$ cat config.mk
export PLATFORM = sky130hd
export DESIGN_NAME = debounce
export DESIGN_NICKNAME = d
export VERILOG_FILES = /design/src/rtl/debounce_pkg.sv /design/src/rtl/sync_ff.sv /design/src/rtl/debounce.sv
export SDC_FILE = /design/constraint.sdc
export NUM_CORES = 1
export LEC_CHECK = 0
export ABC_AREA = 0
export CORE_MARGIN = 4
export CORE_UTILIZATION = 45
export DETAILED_ROUTE_END_ITERATION = 10
export PLACE_DENSITY = 0.66
export SYNTH_ARGS = -nofsm -noshare
export SYNTH_HDL_FRONTEND = slang
export SYNTH_SLANG_ARGS = --single-unit
$ cat constraint.sdc
create_clock -name clk -period 5.7 [get_ports clk]
set_clock_uncertainty 0.2 [all_clocks]
set_input_delay 0.855 -clock clk [delete_from_list [all_inputs] [get_ports clk]]
set_output_delay 0.855 -clock clk [all_outputs]
set_load 0.05 [all_outputs]
$ cat src/rtl/debounce_pkg.sv
// Shared definitions for the debounce block: FSM state encodings and
// glitch counter width.
package debounce_pkg;

  typedef enum logic [1:0] {
    ST_STABLE_LO = 2'd0,
    ST_WAIT_HI   = 2'd1,
    ST_STABLE_HI = 2'd2,
    ST_WAIT_LO   = 2'd3
  } state_e;

  localparam int GLITCH_W = 8;

endpackage

$ cat src/rtl/sync_ff.sv
// Multi-flop synchroniser for a single asynchronous bit; chain resets to INIT.
module sync_ff #(
  parameter int STAGES = 2,
  parameter bit INIT   = 1'b0
) (
  input  logic clk,
  input  logic rst,
  input  logic d,
  output logic q
);

  logic [STAGES-1:0] chain;

  always_ff @(posedge clk or posedge rst) begin
    if (rst) chain <= {STAGES{INIT}};
    else     chain <= {chain[STAGES-2:0], d};
  end

  assign q = chain[STAGES-1];

endmodule

$ cat src/rtl/debounce.sv
// Synchronise a raw input and accept a new level only after STABLE_CYCLES
// consecutive samples. Define DEBOUNCE_GLITCH_COUNT_EN to add glitch_count.
module debounce
  import debounce_pkg::*;
#(
  parameter int STABLE_CYCLES = 12000,
  parameter int SYNC_STAGES   = 2,
  parameter bit INIT          = 1'b0
) (
  input  logic                clk,
  input  logic                rst,
  input  logic                in,
  output logic                out,
  output logic                rise,
  output logic                fall
`ifdef DEBOUNCE_GLITCH_COUNT_EN
  ,
  output logic [GLITCH_W-1:0] glitch_count
`endif
);

  localparam int            CW   = $clog2(STABLE_CYCLES + 1);
  localparam logic [CW-1:0] CMAX = CW'(STABLE_CYCLES);

  logic          s;
  state_e        state, state_n;
  logic [CW-1:0] cnt, cnt_n, cnt_inc;
  logic          out_n, rise_n, fall_n;

  sync_ff #(.STAGES(SYNC_STAGES), .INIT(INIT)) u_sync (
    .clk(clk), .rst(rst), .d(in), .q(s)
  );

  assign cnt_inc = cnt + CW'(1);

  always_ff @(posedge clk or posedge rst) begin
    if (rst) begin
      state <= INIT ? ST_STABLE_HI : ST_STABLE_LO;
      cnt   <= '0;
      out   <= INIT;
      rise  <= 1'b0;
      fall  <= 1'b0;
    end else begin
      state <= state_n;
      cnt   <= cnt_n;
      out   <= out_n;
      rise  <= rise_n;
      fall  <= fall_n;
    end
  end

  always_comb begin
    state_n = state;
    cnt_n   = cnt;
    out_n   = out;
    rise_n  = 1'b0;
    fall_n  = 1'b0;
    case (state)
      ST_STABLE_LO: begin
        cnt_n = '0;
        if (s) begin
          if (STABLE_CYCLES == 1) begin
            state_n = ST_STABLE_HI;
            out_n   = 1'b1;
            rise_n  = 1'b1;
          end else begin
            state_n = ST_WAIT_HI;
            cnt_n   = CW'(1);
          end
        end
      end
      ST_WAIT_HI: begin
        if (!s) begin
          state_n = ST_STABLE_LO;
          cnt_n   = '0;
        end else if (cnt_inc == CMAX) begin
          state_n = ST_STABLE_HI;
          cnt_n   = '0;
          out_n   = 1'b1;
          rise_n  = 1'b1;
        end else begin
          cnt_n = cnt_inc;
        end
      end
      ST_STABLE_HI: begin
        cnt_n = '0;
        if (!s) begin
          if (STABLE_CYCLES == 1) begin
            state_n = ST_STABLE_LO;
            out_n   = 1'b0;
            fall_n  = 1'b1;
          end else begin
            state_n = ST_WAIT_LO;
            cnt_n   = CW'(1);
          end
        end
      end
      ST_WAIT_LO: begin
        if (s) begin
          state_n = ST_STABLE_HI;
          cnt_n   = '0;
        end else if (cnt_inc == CMAX) begin
          state_n = ST_STABLE_LO;
          cnt_n   = '0;
          out_n   = 1'b0;
          fall_n  = 1'b1;
        end else begin
          cnt_n = cnt_inc;
        end
      end
      default: begin
        state_n = ST_STABLE_LO;
        cnt_n   = '0;
      end
    endcase
  end

`ifdef DEBOUNCE_GLITCH_COUNT_EN
  // An abort is a WAIT state seeing the old level again before acceptance.
  logic abort;
  assign abort = (state == ST_WAIT_HI && !s) || (state == ST_WAIT_LO && s);

  always_ff @(posedge clk or posedge rst) begin
    if (rst)
      glitch_count <= '0;
    else if (abort && glitch_count != {GLITCH_W{1'b1}})
      glitch_count <= glitch_count + GLITCH_W'(1);
  end
`endif

endmodule

==> Word-level counts from Yosys, hierarchy flattened <==
Cells that the tools add are included.
{ "word_totals": {"register_bits": 21, "word_cells": 46} }
{ "op_classes": {"add_sub_neg": 1, "n_eq_ne": 12, "mux": 23, "reduce_logical": 4} }
{ "op_table": {"columns": ["op", "count"], "rows": [
  ["$pmux 14 s4", 1],
  ["$mux 14", 3],
  ["$add 14x1->14 const B", 1],
  ["$eq 14x14->1 const B", 1],
  ["$mux 2", 6],
  ["$mux 1", 11],
  ["$ne 2x2->1 const B", 4],
  ["$pmux 2 s4", 1],
  ["$reduce_and 5->1", 1],
  ["$eq 2x2->1 const B", 2],
  ["$ne 2x1->1 const B", 2],
  ["$reduce_and 4->1", 1],
  ["$ne 3x2->1 const B", 1],
  ["$ne 3x3->1 const B", 1],
  ["$eq 2x1->1 const B", 1],
  ["$logic_not 2->1", 1],
  ["$pmux 1 s2", 1],
  ["$reduce_bool 2->1", 1]
]} }

==> Depth between registers and ports, before layout <==
{ "depth": {"depth_word": 5, "mapped_depth": 7, "depth_no_buf": 6} }

==> By module <==
From an unflattened synthesis, not the netlist that was laid out.
{ "hier_totals": {"hier_cells": 116, "hier_area_um2": 1143.6} }
{ "modules_own_cells": {"columns": ["module", "instances", "cells_per_inst", "area_per_inst_um2", "seq_area_each_um2"], "rows": [
  ["debounce", 1, 113, 1089.8, 475.5],
  ["sync_ff", 1, 3, 53.8, 50.0]
]} }

==> Least setup slack after synthesis <==
Ideal clock, no wire load.
{ "synth_path": {"path_kind": "register to register", "startpoint": "reg cnt[0]", "endpoint": "reg cnt[7]", "setup_ns": 0.141, "arrival_time_ns": 1.684, "required_ns": 5.359, "path_slack_ns": 3.675, "stages_incl_launch_ff": 8, "n_path_buf": 1, "path_cell_list": "dfrtp_1 > ha_1 > and2_1 > nand3_1 > mux2i_1 > a21o_2 > buf_6 > a21oi_1"} }
{ "synth_via": {"elab_chain_cells": 5} }
{ "synth_rtl": {"columns": ["item", "line", "rtl"], "rows": [
  ["from (decl)", "debounce.sv:27", "logic [CW-1:0] cnt, cnt_n, cnt_inc;"],
  ["from (signal assigned)", "debounce.sv:45", "cnt <= cnt_n;"],
  ["$add 14x1->14 *", "debounce.sv:34", "assign cnt_inc = cnt + CW'(1);"],
  ["$eq 14x14->1", "debounce.sv:76, debounce.sv:102", null],
  ["$mux 14 *", "debounce.sv:76, debounce.sv:102", null],
  ["$mux 14 (on tied branches)", "debounce.sv:99, debounce.sv:73", null],
  ["$pmux 14 s4 *", "debounce.sv:58", "case (state)"],
  ["via cnt_n[7]", "debounce.sv:27", null]
]} }
The timed path passes the listed nets; every way through them passes the cells marked *.
A chain may end at the register's enable or synchronous reset.

==> Worst setup path after layout <==
{ "layout_path": {"startpoint": "reg out", "endpoint": "out out"} }
{ "layout_rtl": {"columns": ["item", "line", "rtl"], "rows": [
  ["from (decl)", "debounce.sv:13", "output logic out,"],
  ["from (signal assigned)", "debounce.sv:46", "out <= out_n;"]
]} }
No word-level cell between the ends.

==> results.sh <==
export IMPL_max_stage_delay_ns=0.80
export IMPL_final_layout_size_suffix_gt1_share_pct=9.43
export IMPL_grt_pass1_wl_um=3040
export IMPL_yosysTopAreaCell="dfrtp_1"
export IMPL_maxSlewViolCount=0
export IMPL_die_h_um=55.8
export IMPL_synth_top_area_share_pct=51.1
export IMPL_hpwlAfterDp_um=1210
export IMPL_grt_max_degree=22
export IMPL_finalWeightedCongestion=0.762
export IMPL_drv_cap=0
export IMPL_timing_final_crit_share_pct=43.8
export IMPL_drt_iter0_drc=19
export IMPL_startpoint="out"
export IMPL_hold_buffers=0
export IMPL_clock_root_buffer="clkbuf_4"
export IMPL_syn_inst=100
export IMPL_cts_tree="done"
export IMPL_finalWorstPathRequiredPeriod_ns=2.50
export IMPL_synth_cell_type_count=32
export IMPL_synth_seq_cells=21
export IMPL_ys_top_cells_by_area="dfrtp_1 (51%), xor2_1 (6.0%), nor2_1 (5.5%), xnor2_1 (3.4%), nand4_1 (3.0%)"
export IMPL_viasPerCell=5.16
export IMPL_cts_setup_buffers=0
export IMPL_final_setup_worst_slack_ns=3.20
export IMPL_area_growth_pct=8.88
export IMPL_p_per_area_nw_per_um2=205
export IMPL_nNetsFinal=111
export IMPL_setup_viol=0
export IMPL_clk_latency_ns=0.30
export IMPL_final_cell_mix="dfrtp_1 (21), nor2_1 (15), nand2_1 (7), xor2_1 (7), inv_1 (6)"
export IMPL_tns_ns=0
export IMPL_cts_sinks=21
export IMPL_timing_final_hold_violations=0
export IMPL_slew_headroom_pct=49.7
export IMPL_post_cts_resized=0
export IMPL_yosysSeqAreaShare_pct=51.1
export IMPL_ir_worst_vdd_mv=0.194
export IMPL_worst_ep_arrival_time_ns=1.44
export IMPL_cts_inserted_buffers=3
export IMPL_wl_per_cell_um=12.3
export IMPL_ant_nets=0
export IMPL_status="finished clean"
export IMPL_r2r_end="cnt[3]"
export IMPL_htreeDepth=1
export IMPL_overflow=0
export IMPL_mostFrequentLayoutCell="dfrtp_1"
export IMPL_hold_ws_ns=0.163
export IMPL_worst_path_stages=1
export IMPL_path_max_fanout=2
export IMPL_synthesis_nets=104
export IMPL_critPathRequiredTime_ns=4.64
export IMPL_ff2ff_path_depth=6
export IMPL_rows=17
export IMPL_syn_avg_cell_area_um2=10.3
export IMPL_antenna_found_initial=0
export IMPL_boundaryPins=6
export IMPL_synth_warnings=0
export IMPL_vias=692
export IMPL_diodes=0
export IMPL_end_kind="output pin"
export IMPL_drt_wl_total_um=1650
export IMPL_io_buffer_count=5
export IMPL_initial_utilization_pct=46.9
export IMPL_slowest_stage="clkdlybuf4s50_1"
export IMPL_place_inst=130
export IMPL_crit_chain="clkdlybuf4s50_1"
export IMPL_hp_class="reg -> reg"
export IMPL_rsz0062_at_grt="false"
export IMPL_clk_path_buf_depth=2
export IMPL_first_pass_iters=4
export IMPL_rr_startpoint="cnt[0]"
export IMPL_cp_top_family="buffers and inverters"
export IMPL_nFillCells=203
export IMPL_drc=0
export IMPL_fp_dieArea_um2=3110
export IMPL_instances_no_fill=134
export IMPL_dpl_worst_slack_ns=3.46
export IMPL_final_util_pct=51.1
export IMPL_rrSetupSlack_ns=3.45
export IMPL_leakagePower_nw=0.475
export IMPL_core_um2=2190
export IMPL_grt_pass1_vias=677
export IMPL_syn_area_um2=1030
export IMPL_grt_usage_pct=12.2
export IMPL_critPathBufInv=1
export IMPL_endpoint="out"
export IMPL_clkTransAtPathRegs_ns=0.10
export IMPL_hp_start="u_sync.chain[0]"
export IMPL_tightest_slew_ns=0.754
export IMPL_max_freq_ghz=0.400
export IMPL_fp_dieW_um=55.8
export IMPL_startpoint_type="flop"
export IMPL_path_class="reg -> out"
[how the worst min path moves through the flow]
stage / to / slack (ns) / depth (start not counted)
2_1_floorplan: u_sync.chain[1] / 0.13 / 0
4_1_cts: u_sync.chain[1] / 0.17 / 0
5_1_grt: u_sync.chain[1] / 0.19 / 0
3_5_place_dp: u_sync.chain[1] / 0.15 / 0
6_report: u_sync.chain[1] / 0.16 / 0
3_3_place_gp: u_sync.chain[1] / 0.13 / 0
[registers in the layout (all words and copies together), names as in the netlist, named ones only]
name / flops
fall: 1
u_sync.chain: 2
state: 1
cnt: 14
out: 1
rise: 1
[worst reg2reg max path, cell delays in order, from the launching register on]
cell and delay [ns]:
dfrtp_1 0.41, ha_1 0.21, and2_1 0.19, nand3_1 0.20
mux2i_1 0.51, a21o_2 0.34, nor2_1 0.08
[synthesized netlist by cell type]
cell and instances:
a211oi_4 1, a21o_2 2, a21oi_1 3, a2bb2oi_1 1
a31oi_1 1, a41oi_1 1, and2_1 1, and3_1 2
and3b_2 1, and4_1 1, and4_2 1, buf_2 1
buf_6 1, clkbuf_1 1, dfrtp_1 21, ha_1 1
inv_1 6, mux2i_1 3, nand2_1 7, nand2b_1 1
nand3_1 3, nand3_2 1, nand3b_1 1, nand4_1 5
nor2_1 15, nor3_1 2, nor3b_1 1, nor4_1 1
o21ai_0 2, or3_4 1, xnor2_1 4, xor2_1 7
[layout make-up]
class	count	area (µm²)	share of cell area (%)
clock buffer	4	26.3	2.35
timing repair buffer	5	50.0	4.47
inverter	6	22.5	2.01
sequential	21	526	46.9
multi-input combinational	70	460	41.1
tap	28	35.0	3.13
[through the flow]
stage / total power, W / instance area [µm²]
after CTS: 0.000234 / 1120
after detailed placement: 0.000165 / 1090
after floorplan: 0.000163 / 1030
final: 0.000230 / 1120
after global routing: 0.000245 / 1120
after global placement: 0.000165 / 1090
[cells by family (layout without fill, tap and decap cells)]
kind of cell | after synthesis | in the layout | share of synthesized area (%)
AOI/OAI and AO/OA | 11 | 11 | 8.39
xor gates and xnor gates | 11 | 11 | 9.37
adders and majority gates | 1 | 1 | 1.22
buffers and inverters | 9 | 15 | 4.14
DFF | 21 | 21 | 51.1
muxes | 3 | 3 | 2.92
and+or+nand+nor | 44 | 44 | 22.9
[power by group]
part | total, W | internal [W] | leakage, nW | switching (W)
logic | 0.00000915 | 0.00000330 | 0.176 | 0.00000585
clock network | 0.0000679 | 0.0000272 | 0.0150 | 0.0000406
registers | 0.000153 | 0.000151 | 0.284 | 0.00000193
[per-layer routing]
metal | share of wire, % | vias to the layer above | global-route usage, % | wire, µm
met5 | 0 | - | 0 | 0
met4 | 1.1 | 0 | 3.13 | 18
met3 | 3.3 | 2 | 4.18 | 55
met2 | 43 | 9 | 17.1 | 702
met1 | 53 | 328 | 17.8 | 873
li1 | - | 353 | - | -
Power figures use the tool's default switching activity.
